`config.mk`:
```
export PLATFORM = sky130hd
export DESIGN_NAME = fwft_frame_serializer
export DESIGN_NICKNAME = d
export VERILOG_FILES = /design/src/rtl/fwft_frame_serializer.sv
export SDC_FILE = /design/constraint.sdc
export NUM_CORES = 1
export LEC_CHECK = 0
export ABC_AREA = 1
export CAP_MARGIN = 20
export CORE_UTILIZATION = 38
export CTS_CLUSTER_SIZE = 24
export DETAILED_ROUTE_END_ITERATION = 10
export SLEW_MARGIN = 20
export SYNTH_ARGS = -nofsm -noshare
export SYNTH_HDL_FRONTEND = slang
export SYNTH_SLANG_ARGS = --single-unit
```
`constraint.sdc`:
```
create_clock -name clk -period 1.25 [get_ports clk]
set_clock_uncertainty 0.1 [all_clocks]
set_input_delay 0.1875 -clock clk [delete_from_list [all_inputs] [get_ports clk]]
set_output_delay 0.1875 -clock clk [all_outputs]
set_load 0.1 [all_outputs]
```
`src/rtl/fwft_frame_serializer.sv`:
```
// Drains a first-word-fall-through FIFO and emits framed packets:
// HEADER, LEN, LEN payload words, XOR checksum (out_last) on a valid/ready stream.
module fwft_frame_serializer #(
    parameter int         AWIDTH      = 2,
    parameter int         DWIDTH      = 8,
    parameter int         MAX_PAYLOAD = 4,
    parameter int         TIMEOUT     = 8,
    parameter logic [7:0] HEADER      = 8'hA5
) (
    input  logic              clk,
    input  logic              resn,
    input  logic              fifo_empty,
    input  logic [DWIDTH-1:0] fifo_data,
    input  logic [AWIDTH:0]   fifo_rd_data_count,
    output logic              fifo_read,
    output logic [DWIDTH-1:0] out_data,
    output logic              out_valid,
    input  logic              out_ready,
    output logic              out_last,
    output logic              busy,
    output logic [15:0]       frame_count
);

    localparam int CW = AWIDTH + 1;
    localparam int LW = $clog2(MAX_PAYLOAD + 1);
    localparam int TW = $clog2(TIMEOUT + 1);

    localparam logic [2:0] ST_IDLE = 3'd0;
    localparam logic [2:0] ST_HDR  = 3'd1;
    localparam logic [2:0] ST_LEN  = 3'd2;
    localparam logic [2:0] ST_PAY  = 3'd3;
    localparam logic [2:0] ST_CSUM = 3'd4;

    logic [2:0]        state_reg;
    logic [TW-1:0]     timer_reg;
    logic [LW-1:0]     len_reg;
    logic [LW-1:0]     remaining_reg;
    logic [DWIDTH-1:0] csum_reg;
    logic [15:0]       frame_count_reg;

    logic          count_full;
    logic          count_nz;
    logic          start;
    logic [LW-1:0] len_next;

    assign count_full = fifo_rd_data_count >= CW'(MAX_PAYLOAD);
    assign count_nz   = fifo_rd_data_count != '0;
    // A partial payload is flushed on the last timer cycle so the wait is exactly TIMEOUT cycles.
    assign start      = count_full || (count_nz && (timer_reg == TW'(TIMEOUT - 1)));
    assign len_next   = count_full ? LW'(MAX_PAYLOAD) : LW'(fifo_rd_data_count);

    always_ff @(posedge clk or negedge resn) begin
        if (!resn) begin
            state_reg       <= ST_IDLE;
            timer_reg       <= '0;
            len_reg         <= '0;
            remaining_reg   <= '0;
            csum_reg        <= '0;
            frame_count_reg <= '0;
        end else begin
            case (state_reg)
                ST_IDLE: begin
                    if (start) begin
                        len_reg   <= len_next;
                        timer_reg <= '0;
                        csum_reg  <= '0;
                        state_reg <= ST_HDR;
                    end else if (!count_nz) begin
                        timer_reg <= '0;
                    end else if (timer_reg != TW'(TIMEOUT)) begin
                        timer_reg <= timer_reg + TW'(1);
                    end
                end
                ST_HDR: begin
                    if (out_ready) state_reg <= ST_LEN;
                end
                ST_LEN: begin
                    if (out_ready) begin
                        csum_reg      <= DWIDTH'(len_reg);
                        remaining_reg <= len_reg;
                        state_reg     <= ST_PAY;
                    end
                end
                ST_PAY: begin
                    if (out_ready) begin
                        csum_reg      <= csum_reg ^ fifo_data;
                        remaining_reg <= remaining_reg - LW'(1);
                        if (remaining_reg == LW'(1)) state_reg <= ST_CSUM;
                    end
                end
                ST_CSUM: begin
                    if (out_ready) begin
                        frame_count_reg <= frame_count_reg + 16'd1;
                        state_reg       <= ST_IDLE;
                    end
                end
                default: state_reg <= ST_IDLE;
            endcase
        end
    end

    // Moore outputs; payload words pass straight through from the FIFO head.
    always_comb begin
        out_data  = '0;
        out_valid = 1'b0;
        out_last  = 1'b0;
        fifo_read = 1'b0;
        case (state_reg)
            ST_HDR: begin
                out_valid = 1'b1;
                out_data  = DWIDTH'(HEADER);
            end
            ST_LEN: begin
                out_valid = 1'b1;
                out_data  = DWIDTH'(len_reg);
            end
            ST_PAY: begin
                out_valid = 1'b1;
                out_data  = fifo_data;
                fifo_read = out_ready;
            end
            ST_CSUM: begin
                out_valid = 1'b1;
                out_data  = csum_reg;
                out_last  = 1'b1;
            end
            default: ;
        endcase
    end

    assign busy        = state_reg != ST_IDLE;
    assign frame_count = frame_count_reg;

`ifndef SYNTHESIS
    always_ff @(posedge clk) begin
        if (resn) assert (!(fifo_read && fifo_empty));
    end
`endif

endmodule

```
==> run metrics, run 1 <==
crit-path cells nor2_4 > nand2_4 > inv_6 > nand2_2 > nand4_1 > buf_12; GR Overflow Total 0; CTS sink cnt 37; fin crit share 1.45; Fillers between 300 and 400; MaxCap Viol Count 0; I/O Buffers about 40; fin nets approximately 450; FFs w/ async S/R, synth 1.00; RD Place Congestion 0.802; Die H 78.5 um; largest cells by area after synthesis dfrtp_1, nand2_1, xnor2_1; Synth top cells by count nand2_1, dfrtp_1, nor2_1, inv_1, nand3_1; Primary FF master, synth dfrtp_1; Post-DP HPWL 4.31 mm; RSZ-0062 raised after global routing true; Final Util 0.766; CP peak stage delay 0.46 ns; EDFF count, synth 0; Worst VDD drop roughly 0.0028 V; DRC Markers 0; fraction of layout cells with a size suffix above 1 0.510; cell with the most instances after synthesis nand2_1; Cell Pwr Density 2380 mW/mm2; relative max-transition margin 0.796; startpoint types register; Clock Latency Late Sink between 0.2 and 0.3 ns; r2r setup slk -0.42 ns; Worst EP required 0.96 ns; All-Layer GR Usage 0.216; Yosys reg bits 37; count of antenna-violating nets left after detailed routing 0; Total Wirelength 6.31 mm; Syn Std Cell Area 0.00222 mm2; initial antenna violation count 0; die width 78.5 um; clock slew at reported path FFs 0.08 ns; sequential fraction of the synthesis area 0.416; failing checks negative setup slack; Core ar. 0.00557 mm2; placed insts 459; area share of the largest cell type after synthesis 0.416; worst slew pin tran slightly above 0.3 ns; R2R cell count 10; Final Hold Fails 0; Mapped Avg Cell Area between 7 and 8 um2; global-route wire length before repair 10.4 mm; Reg-to-Reg Start state_reg[1]$_DFFE_PN0P_; area leader, netlist dfrtp_1; Critical Path End Type output pin; outcome finished with violations; Iteration-0 DRC Markers 83; hold_ws 0.210 ns; pin count of the biggest net entering global routing 28; Worst EP arrival 1.53 ns; row count 27; H-Tree Depth 2; Tmin final 1.81 ns; IO Pins 43; synth warn 0; WL/cell 12.6 um; Distinct cells, synth 29; CP max FO 5; vias in the first global route 2366; first-pass iteration count of the detailed router 4; routed via count between 2000 and 2500; TritonCTS Buffers 5; vias per cell 4.81; die area roughly 0.0062 mm2; class of the worst hold path in2async; area grow syn2layout 91.9%; Initial Utilization 0.399; Synth Instances 294; final setup margin -0.565 ns; final count of negative-setup-slack endpoints 62; Crit-path slowest cell dfrtp_2; Static Leak approximately 2 nW; CTS tree done; max-slew violations 0; Root Buffer Master clkbuf_8; Post-Syn Nets about 310; clock tree buffer depth 2; Worst Setup Path Type reg2out; non-filler cells, final 501; capturing point of the worst reg2reg path frame_count[9]$_DFFE_PN0P_; Ant. Diodes 0; maximum clock rate about 550 MHz; max reg flops 16; pre-CTS WS -0.356 ns
[worst max path at each step]
stage                                           to  slack [ns]  depth (start not counted)                startpoint
after floorplan                        out_data[0]       -0.83                          7  state_reg[0]$_DFFE_PN0P_
after global placement    timer_reg[1]$_DFFE_PN0P_       -0.31                          6     fifo_rd_data_count[2]
after detailed placement  timer_reg[1]$_DFFE_PN0P_       -0.36                          6     fifo_rd_data_count[2]
after CTS                              out_data[7]       -0.53                          5  state_reg[1]$_DFFE_PN0P_
after global routing                   out_data[2]       -0.64                          7  state_reg[1]$_DFFE_PN0P_
final                                  out_data[2]       -0.56                          6  state_reg[2]$_DFFE_PN0P_
[area by class of cell]
| type | count | area (um2) | area share |
|---|---|---|---|
| Clock buffer | 7 | 86.3 | 0.0202 |
| Clock inverter | 1 | 30.0 | 0.00703 |
| Inverter | 29 | 134 | 0.0314 |
| Multi-Input combinational cell | 225 | 1460 | 0.343 |
| Sequential cell | 37 | 981 | 0.230 |
| Tap cell | 72 | 90.1 | 0.0211 |
| Timing Repair Buffer | 128 | 1480 | 0.346 |
| Timing Repair inverter | 2 | 10.0 | 0.00234 |
[cell usage in the layout (no fill, tap or decap), drive strengths merged, types with 7 or more instances in the layout]
cell type,instances
clkdlybuf4s50,12
xnor2,13
nand4,10
clkbuf,7
nand2,118
o21ai,15
nor2,31
dfrtp,37
inv,30
nand3,16
buf,115
[through the flow]
| step | total power, mW | setup TNS (ns) | area, um2 |
|---|---|---|---|
| 6_report | 10.2 | -18.81 | 4270 |
| 5_1_grt | 10.6 | -22.43 | 4270 |
| 4_1_cts | 9.76 | -16.72 | 4100 |
| 3_5_place_dp | 7.96 | -11.74 | 3560 |
| 3_3_place_gp | 7.88 | -10.84 | 3560 |
| 2_1_floorplan | 5.46 | -16.16 | 2400 |
[where the power goes]
part / leakage [nW] / switching [mW] / internal, mW / total [mW]
combinational: 1.52 / 4.11 / 3.01 / 7.12
clock: 0.0585 / 0.454 / 0.651 / 1.10
sequential: 0.462 / 0.372 / 1.59 / 1.96
[what timing repair did]
item | in CTS | in global routing
pin swaps | 19 | 13
gates cloned | 1 | 1
hold endpoints to repair | 37 | 0
buffers inserted | 27 | 8
gates resized for setup | 60 | 37
setup endpoints to repair | 63 | 62
hold buffers | 1 | 0
[critical path: cells and delay by family (launching register included)]
kind,cells,cell delay [ns]
buffers and inverters,2,0.29
DFF,1,0.46
and+or+nand+nor,4,0.49
[per-layer routing]
metal	track usage	part of all wire	vias up	wire length [um]
li1	-	-	1205	-
met5	0	0	-	0
met4	0.0704	0.022	0	137
met1	0.252	0.42	1138	2660
met3	0.0442	0.043	13	274
met2	0.389	0.51	55	3240
[cell families (layout without fill, tap and decap cells)]
family,after synthesis,after routing,share of synthesized area
and+or+nand+nor,180,180,0.359
AOI/OAI and AO/OA,21,21,0.0602
DFF,37,37,0.416
buffers and inverters,32,167,0.0613
xor gates and xnor gates,19,19,0.0748
adders and majority gates,5,5,0.0281
(Power assumes the default switching activity.)
==> run 2, diff against run 1 <==
clock period = 2.2 ns   (was 1.25 ns; I/O delays follow)
==> run metrics, run 2 (synthesis results as in run 1) <==
outcome completed (was finished with violations); clock tree buffer depth 2 (unchanged); Cell Pwr Density 1470 mW/mm2 (was 2380 mW/mm2); Static Leak 1.41 nW (was 2.04 nW); fraction of layout cells with a size suffix above 1 0.173 (was 0.510); global-route wire length before repair 8.69 mm (was 10.4 mm); fin nets 361 (was 448); Worst EP arrival 1.65 ns (was 1.53 ns); clock slew at reported path FFs 0.07 ns (was 0.08 ns); vias per cell 4.82 (was 4.81); Core ar. 0.00557 mm2 (unchanged); MaxCap Viol Count 0 (unchanged); worst hold path depth 2; Pwr Total 4.28 mW (was 10.2 mW); RD Place Congestion 0.794 (was 0.802); relative max-transition margin 0.775 (was 0.796); vias in the first global route 1951 (was 2366); CTS tree done (unchanged); All-Layer GR Usage 0.179 (was 0.216); CP max FO 11 (was 5); Iteration-0 DRC Markers 87 (was 83); Worst EP required 1.77 ns (was 0.96 ns); class of the worst hold path reg2reg (was in2async); H-Tree Depth 2 (unchanged); row count 27 (unchanged); worst hold path startpoint csum_reg[6]$_DFFE_PN0P_; Setup TNS Final 0 ns (was -18.81 ns); placed inst area 0.00282 mm2 (was 0.00356 mm2); die area 0.00616 mm2 (unchanged); area grow syn2layout 30.9% (was 91.9%); setup repair bufs after CTS 0 (was 27); TritonCTS Buffers 5 (unchanged); startpoint types register (unchanged); Initial Utilization 0.399 (unchanged); Worst Setup Path Type reg2out (unchanged); Sequential Power Share 0.253 (was 0.192); Post-DP HPWL 3.56 mm (was 4.31 mm); final count of negative-setup-slack endpoints 0 (was 62); RSZ-0062 raised after global routing false (was true); GR Overflow Total 0 (unchanged); pin count of the biggest net entering global routing 38 (was 28); Worst VDD drop 0.00110 V (was 0.00278 V); die width 78.5 um (unchanged); DRC Markers 0 (unchanged); count of antenna-violating nets left after detailed routing 0 (unchanged); Clock Latency Late Sink 0.28 ns (was 0.29 ns); commonest non-fill, non-tap cell in the layout nand2_1 (unchanged); routed via count 1996 (was 2411); Final Hold Fails 0 (unchanged); switching share of power 0.547 (was 0.484); Int Pwr 1.94 mW (was 5.25 mW); first-pass iteration count of the detailed router 4 (unchanged); Die H 78.5 um (unchanged); part of the power in the clock network 0.106 (was 0.108); final setup margin 0.123 ns (was -0.565 ns); Ant. Diodes 0 (unchanged); r2r setup slk 0.46 ns (was -0.42 ns); R2R cell count 8 (was 10); worst slew pin tran 0.338 ns (was 0.306 ns); I/O Buffers 41 (unchanged); Comb pwr share 0.641 (was 0.699); Reg-to-Reg Start state_reg[0]$_DFFE_PN0P_ (was state_reg[1]$_DFFE_PN0P_); Final Util 0.522 (was 0.766); fin crit share 0.944; maximum clock rate 481 MHz; Critical Path End Type output pin (unchanged); final instance area 0.00291 mm2 (was 0.00427 mm2); Tmin final 2.08 ns; commonest non-fill, non-tap cells in the layout nand2_1, dfrtp_1, nor2_1 (was nand2_1, buf_4, buf_12); initial antenna violation count 0 (unchanged); Psw 2.34 mW (was 4.93 mW); CTS sink cnt 37 (unchanged); IO Pins 43 (unchanged); Total Wirelength 4.75 mm (was 6.31 mm); max-slew violations 0 (unchanged); WL/cell 11.5 um (was 12.6 um); max reg flops 16 (unchanged); pre-CTS WS 0.360 ns (was -0.356 ns); Root Buffer Master clkbuf_8 (unchanged); capturing point of the worst reg2reg path frame_count[14]$_DFFE_PN0P_ (was frame_count[9]$_DFFE_PN0P_); Hold Path Sink csum_reg[6]$_DFFE_PN0P_
## run 2: stage by stage
stage                     hold WS, ns  std cells
final                           0.417        414
after global routing            0.452        414
after CTS                       0.424        414
after detailed placement        0.214        405
after global placement          0.215        405
after floorplan               -0.0656        294
## run 2: how the worst max path moves through the flow
stage                                   from                           to  slack (ns)  cells after the start
floorplan           state_reg[0]$_DFFE_PN0P_                  out_data[0]       -0.02                      7
global placement                   out_ready   frame_count[9]$_DFFE_PN0P_        0.38                      8
detailed placement                 out_ready  frame_count[11]$_DFFE_PN0P_        0.36                      8
CTS                 state_reg[0]$_DFFE_PN0P_                  out_data[4]        0.09                      5
global route        state_reg[0]$_DFFE_PN0P_                  out_data[2]        0.01                      6
finish              state_reg[0]$_DFFE_PN0P_                  out_data[4]        0.12                      5
## run 2: power groups by stage
stage | clock [mW] | combinational (mW) | sequential, mW
3_5_place_dp | 0 | 2.76 | 1.10
6_report | 0.453 | 2.74 | 1.08
2_1_floorplan | 0 | 1.71 | 1.35
4_1_cts | 0.473 | 2.77 | 1.08
5_1_grt | 0.506 | 2.92 | 1.11
3_3_place_gp | 0 | 2.74 | 1.10
## run 2: what timing repair did
action                                  in CTS  in global routing
endpoints found under the hold margin       37                  0
endpoints found under the setup margin       0                  0
hold buffers                                 1                  0
gates resized for setup                      0                  0
## run 2: cell type report
class / count / area (um2)
Sequential cell: 37 / 926
Timing Repair Buffer: 43 / 515
Clock buffer: 6 / 72.6
Clock inverter: 2 / 10.0
Tap cell: 72 / 90.1
Multi-Input combinational cell: 225 / 1180
Fill cell: 556 / 2660
Inverter: 29 / 119
## run 2: critical path, cell delays in order, from the launching register on
cell and delay [ns]:
dfrtp_1 0.54, clkinv_4 0.11, nand3_4 0.13, inv_2 0.13, a22o_2 0.28, buf_12 0.17
## run 2: per-layer routing
| layer | global-route usage | part of all wire |
|---|---|---|
| met4 | 0.0556 | 0.013 |
| met1 | 0.226 | 0.49 |
| met3 | 0.0384 | 0.041 |
| met5 | 0 | 0 |
| met2 | 0.304 | 0.46 |
